--- src/rtl/wb_rom_pkg.sv ---
// Shared types and constants for the Wishbone byte-ROM word reader.
package wb_rom_pkg;
  localparam int WB_DATA_WIDTH  = 32;
  localparam int BYTES_PER_WORD = 4;

  typedef enum logic [1:0] {IDLE, FETCH, RESP} state_e;
endpackage

--- src/rtl/wb_rom_reader.sv ---
// Wishbone slave that assembles a 32-bit little-endian word from four reads of an 8-bit registered ROM.
// Define WB_ROM_ERR_EN to error-acknowledge writes and out-of-range reads instead of silently acking.
module wb_rom_reader
  import wb_rom_pkg::*;
#(
  parameter int ROM_ADDR_WIDTH = 12,
  parameter int WB_ADDR_WIDTH  = 32
) (
  input  logic                      clk,
  input  logic                      rst,
  input  logic [WB_ADDR_WIDTH-1:0]  wb_adr_i,
  input  logic                      wb_cyc_i,
  input  logic                      wb_stb_i,
  input  logic                      wb_we_i,
  input  logic [3:0]                wb_sel_i,
  output logic [WB_DATA_WIDTH-1:0]  wb_dat_o,
  output logic                      wb_ack_o,
  output logic                      wb_err_o,
  output logic [ROM_ADDR_WIDTH-1:0] rom_addr_o,
  input  logic [7:0]                rom_q_i
);

  state_e                    state_q, state_d;
  logic [2:0]                cnt_q, cnt_d;
  logic [ROM_ADDR_WIDTH-1:0] rom_addr_q, rom_addr_d;
  logic [WB_DATA_WIDTH-1:0]  dat_q, dat_d;
  logic                      ack_q, ack_d;
  logic                      err_q, err_d;
  logic                      req;
  logic                      addr_bad;
  logic [1:0]                byte_idx;
  logic                      unused_ok;

  assign req = wb_cyc_i & wb_stb_i;
  // Byte selects are meaningless for a read-only word fetch.
  assign unused_ok = ^{wb_sel_i, wb_adr_i};

`ifdef WB_ROM_ERR_EN
  assign addr_bad = (wb_adr_i >> ROM_ADDR_WIDTH) != '0;
`else
  assign addr_bad = 1'b0;
`endif

  // The ROM output trails the address by one clock, so capture k uses counter value k+1.
  assign byte_idx = cnt_q[1:0] - 2'd1;

  always_comb begin
    state_d    = state_q;
    cnt_d      = cnt_q;
    rom_addr_d = rom_addr_q;
    dat_d      = dat_q;
    ack_d      = 1'b0;
    err_d      = 1'b0;
    case (state_q)
      IDLE: begin
        if (req) begin
          if (wb_we_i) begin
`ifdef WB_ROM_ERR_EN
            err_d = 1'b1;
`else
            ack_d = 1'b1;
`endif
            state_d = RESP;
          end else if (addr_bad) begin
            err_d   = 1'b1;
            state_d = RESP;
          end else begin
            rom_addr_d = {wb_adr_i[ROM_ADDR_WIDTH-1:2], 2'b00};
            cnt_d      = 3'd0;
            state_d    = FETCH;
          end
        end
      end
      FETCH: begin
        if (!req) begin
          cnt_d   = 3'd0;
          state_d = IDLE;
        end else begin
          if (cnt_q < 3'd3) rom_addr_d = rom_addr_q + 1'b1;
          if (cnt_q != 3'd0) dat_d[{byte_idx, 3'b000} +: 8] = rom_q_i;
          if (cnt_q == 3'd4) begin
            ack_d   = 1'b1;
            state_d = RESP;
          end
          cnt_d = cnt_q + 3'd1;
        end
      end
      RESP:    state_d = IDLE;
      default: state_d = IDLE;
    endcase
  end

  always_ff @(posedge clk or posedge rst) begin
    if (rst) begin
      state_q    <= IDLE;
      cnt_q      <= '0;
      rom_addr_q <= '0;
      dat_q      <= '0;
      ack_q      <= 1'b0;
      err_q      <= 1'b0;
    end else begin
      state_q    <= state_d;
      cnt_q      <= cnt_d;
      rom_addr_q <= rom_addr_d;
      dat_q      <= dat_d;
      ack_q      <= ack_d;
      err_q      <= err_d;
    end
  end

  assign wb_dat_o   = dat_q;
  assign wb_ack_o   = ack_q;
  assign wb_err_o   = err_q;
  assign rom_addr_o = rom_addr_q;

endmodule
--- config.mk ---
export PLATFORM = sky130hd
export DESIGN_NAME = wb_rom_reader
export DESIGN_NICKNAME = d
export VERILOG_FILES = /design/src/rtl/wb_rom_pkg.sv /design/src/rtl/wb_rom_reader.sv
export SDC_FILE = /design/constraint.sdc
export NUM_CORES = 1
export LEC_CHECK = 0
export CAP_MARGIN = 20
export CORE_MARGIN = 8
export CORE_UTILIZATION = 47
export DETAILED_ROUTE_END_ITERATION = 8
export GPL_ROUTABILITY_DRIVEN = 0
export PLACE_DENSITY = 0.85
export REMOVE_ABC_BUFFERS = 1
export SYNTH_ARGS = -nofsm -noshare
export SYNTH_HDL_FRONTEND = slang
export SYNTH_SLANG_ARGS = --single-unit
--- constraint.sdc ---
create_clock -name clk -period 3.1 [get_ports clk]
set_input_delay 0.775 -clock clk [delete_from_list [all_inputs] [get_ports clk]]
set_output_delay 0.775 -clock clk [all_outputs]
set_load 0.02 [all_outputs]
* Word level (Yosys, flattened, before mapping) *
Cells that the tools add are included.
Widths: inputs -> output; s select.

storage, ports and cells
  register bits = 50
  bits in latches = 0
  RAM bits = 0
  bits in read-only memories = 0
  input port bits = 49
  output and inout bits = 46
  memories kept = 0

cells by class
  $add $sub $neg = 4
  multipliers = 0
  divide/modulo/power cells = 0
  magnitude comparators = 1
  equal/unequal tests = 7
  shifts and indexed selects = 2
  multiplexer cells = 20
  bitwise operators = 1
  reductions and logical operators = 7

operators by type and width
  operator                number
  $mux 12                 4
  $bwmux 32               1
  $shift 8x7->32 const A  1
  $shiftx 8x7->32         1
  $pmux 12 s2             1
  $add 12x1->12 const B   1
  $mux 3                  3
  $mux 2                  4
  $ne 2x2->1 const B      4
  $neg 5->7               1
  $pmux 3 s2              1
  $reduce_and 3->1        2
  $reduce_and 5->1        1
  $mux 1                  4
  $pmux 2 s2              1
  $add 3x1->3 const B     1
  $eq 3x3->1 const B      1
  $lt 3x2->1 const B      1
  $ne 3x3->1 const B      1
  $reduce_bool 3->1       1
  $eq 2x1->1 const B      1
  $logic_not 2->1         1
  $pmux 1 s2              1
  $reduce_and 2->1        1
  3 further kinds         3

* Logic depth before layout (Yosys ltp) *
  depth after elaboration = 4
  gate-level depth with buffers = 8
  gate-level depth less buffers = 6

* Worst setup path before layout *
OpenSTA, ideal clock, no wires.

  path type = register to register
  from = register cnt_q[0]
  to = register dat_q[10], in the netlist wb_dat_o[10]
  setup time = 0.083 ns
  data arrival time = 1.703 ns
  path slack = 1.314 ns
  cell stages (with the launch flop) = 7
  buffers on the path = 1
  clock period less this slack = 1.786 ns
  cell sequence = dfrtp_1 -> buf_4 -> inv_1 -> ha_1 -> nor3b_1 -> nand2_1 -> o21ai_0

on the way
  longest elaborated chain between the ends = 4
  elaborated cells between the ends (all ways) = 7

RTL lines
  what                                               line                  RTL
  start, declared                                    wb_rom_reader.sv:24   logic [2:0] cnt_q, cnt_d;
  start signal, assigned                             wb_rom_reader.sv:103  cnt_q <= cnt_d;
  $sub 2x1->2                                        wb_rom_reader.sv:45   assign byte_idx = cnt_q[1:0] - 2'd1;
  $neg 5->7                                          wb_rom_reader.sv:80   if (cnt_q != 3'd0) dat_d[{byte_idx, 3'b000} +: 8] = rom_q_i;
  $shiftx 8x7->32 or $shift 8x7->32 (tied branches)  wb_rom_reader.sv:80
  $bwmux 32                                          wb_rom_reader.sv:80
  end signal, assigned                               wb_rom_reader.sv:105  dat_q <= dat_d;
  end, declared                                      wb_rom_reader.sv:26   logic [WB_DATA_WIDTH-1:0] dat_q, dat_d;

Several ways; a longest one is shown, not always the timed one.
A chain may end at the register's enable or synchronous reset.

* Worst setup path in the final report *
  from = input port wb_stb_i
  to = register dat_q[15], in the netlist wb_dat_o[15]

on the way
  longest elaborated chain between the ends = 2

RTL lines
  what                        line                 RTL
  start, declared             wb_rom_reader.sv:13  input logic wb_stb_i,
  $and 1x1->1                 wb_rom_reader.sv:34  assign req = wb_cyc_i & wb_stb_i;
  $reduce_and 3->1 (no line)  n/a

No other way between the ends.

==> summary.txt <==
Outcome -> completed
GRT overflow -> 0
Setup ws final -> 0.778 ns
Initial detailed-routing violation count -> 89
Async SR Flop Fraction -> 100%
Hold Buf Count CTS -> 0
Post-Syn Area -> 2460 um^2
Clock Latency Late Sink -> 0.30 ns
DP Cell Count -> 405
DIE AREA -> 7800 um^2
#FFs+latches synth -> 50
Die Ht -> 88.3 um
Clock Root Buffer -> clkbuf_8
Critical Path RT -> 3.26 ns
Worst r2r src -> cnt_q[0]$_DFFE_PP0P_
I/O Pins -> 95
Pwr Density -> 520 nW/um^2
Antenna violations before repair -> 0
Die width -> 88.3 um
Post-synth top area cell -> dfrtp_1
Core area -> 5070 um^2
Fin crit share -> 74.9%
Max-slew violations -> 0
Place WS -> 0.460 ns
Top-area cell type share of the netlist area -> 50.9%
IO buf count -> 67
RSZ-0062 raised after global routing -> no
Hold Crit Class -> flip-flop to flip-flop
Clk sinks -> 50
Global-route wire length before repair -> 10.3 mm
Min Clock Period, post-route -> 2.32 ns
Fillers -> 464
Final Skew -> 0.0101 ns
Multi-input logic area -> 1120 um^2
Antenna-violating nets left -> 0
Site Rows -> 26
Rel. slew slack -> 59.5%
Setup tns final -> 0 ns
Number of setup buffers added after CTS -> 0
PnR Total Power -> 1710 uW
Layout cell share with drive strength beyond 1 -> 6.12%
Launch point of the worst path -> wb_stb_i
Final hold vios -> 0
Most numerous cell in the Yosys netlist -> nand2_1
Ant diodes -> 0
WL/cell -> 15.1 um
Worst Min Path Start -> wb_dat_o[18]$_DFFE_PP0P_
CTS max path bufs -> 2
Post-synth top cells -> nand2_1, dfrtp_1, o21ai_0, a21oi_1, nor2_1
Reg clk slew, reported paths -> 0.09 ns
Yosys cell types -> 44
Detailed Place HPWL -> 4.80 mm
Initial Util -> 48.5%
Pleak -> 0.00134 uW
Final Instance Count excl. Fillers -> 413
Register Area -> 1250 um^2
Post-synthesis sequential area ratio -> 50.9%
Final wirelength -> 6.23 mm
CTS tree -> built
Worst setup SP type -> input port
Total track usage -> 16.7%
Worst Path Arrival -> 2.48 ns
DRT Pass-1 Iters -> 4
Most used flip-flop cell after synthesis -> dfrtp_1
Worst Path Max Fanout -> 16
Yosys synthesis warning count -> 0
Kind of critical path -> input port to flip-flop
Max_cap viols -> 0
Vias in the first global route -> 2169
Worst vdd ir -> 0.000331 V
TritonCTS Buffers -> 5
Setup crit end kind -> flip-flop
Post-Syn Area per Cell -> 8.98 um^2
H-tree levels -> 2
Final setup vio count -> 0
Post-synth EDFFs -> 0
DRC Markers -> 0
Area growth from synthesis to layout -> 34.2%
Pin count of the biggest net entering global routing -> 27
Least-Margin Pin Slew -> 0.606 ns
Synth top area cells -> dfrtp_1, nand2_1, o21ai_0
Routed via count -> 2205
Post-DR vias/cell -> 5.34
Max Clock Freq -> 0.431 GHz
Nets -> 398
Post-CTS Resized -> 0
Cell count after synthesis -> 274
kinds of logic (layout without fill, tap and decap cells):
group	Yosys count	in the layout	share of synthesized area, %
simple gates	118	118	22.1
compound gates	80	80	19.2
flops	50	50	50.9
buf+inv	17	86	3.71
fa+ha+maj	7	7	3.56
other cells	1	1	0.152
mux	1	1	0.407
critical path, stage by stage:
cell             delay, ns
clkdlybuf4s50_1       0.51
and4b_1               0.43
nand3_1               0.47
nand2_1               0.19
o21ai_0               0.10
cell usage in the layout, fill, tap and decap left out, drive strengths merged, types with 3 or more instances in the layout:
master	instances
clkbuf	6
dfrtp	50
nand3	9
a21oi	14
o21ai	43
nand2	78
nand2b	4
nor2	9
inv	5
nor3	4
buf	6
a31oi	7
ha	7
o22ai	3
clkdlybuf4s50	67
o31ai	4
where the power goes:
| group | leakage [uW] | switching, uW | internal [uW] |
|---|---|---|---|
| Combinational | 0.000626 | 276 | 214 |
| Sequential | 0.000667 | 79.0 | 697 |
| Clock | 0.0000514 | 208 | 241 |
| Total | 0.00134 | 563 | 1150 |
layer usage:
layer	global-route usage [%]	vias up	part of all wire [%]
met3	4.09	7	8.7
met5	0	-	0
met2	28.4	92	47
met4	6.45	0	1.8
met1	19.8	1019	42
li1	-	1087	-
state kept, by name, indices dropped and copies added, names as in the netlist:
register	flops
cnt_q	3
rom_addr_o	12
state_q	2
wb_ack_o	1
wb_dat_o	32
area by class of cell:
class | count | area share (%)
timing repair buffer | 73 | 21.7
clock buffer | 6 | 2.20
multi-input combinational | 207 | 33.9
tap | 70 | 2.65
clock inverter | 2 | 1.14
inverter | 5 | 0.569
sequential | 50 | 37.9
path summary, 6_finish.rpt:
| check | depth (start not counted) | slack (ns) | end |
|---|---|---|---|
| min | 2 | 0.48 | wb_dat_o[18]$_DFFE_PP0P_ |
| max | 5 | 0.78 | wb_dat_o[15]$_DFFE_PP0P_ |
| min in group asynchronous | 2 | 0.84 | rom_addr_o[5]$_DFFE_PP0P_ |
| max in group asynchronous | 3 | 1.65 | wb_dat_o[26]$_DFFE_PP0P_ |
| max reg2reg | 6 | 1.16 | wb_dat_o[15]$_DFFE_PP0P_ |
| min reg2reg | 2 | 0.48 | wb_dat_o[18]$_DFFE_PP0P_ |
stage by stage:
step,utilization (%),cell area [um^2],hold WS (ns)
5_1_grt,65.0,3300,0.524
3_3_place_gp,62.9,3190,0.462
6_report,65.0,3300,0.484
2_1_floorplan,-,2390,0.573
4_1_cts,65.0,3300,0.489
3_5_place_dp,62.9,3190,0.469
No activity file was read; power rests on OpenSTA's default activity.
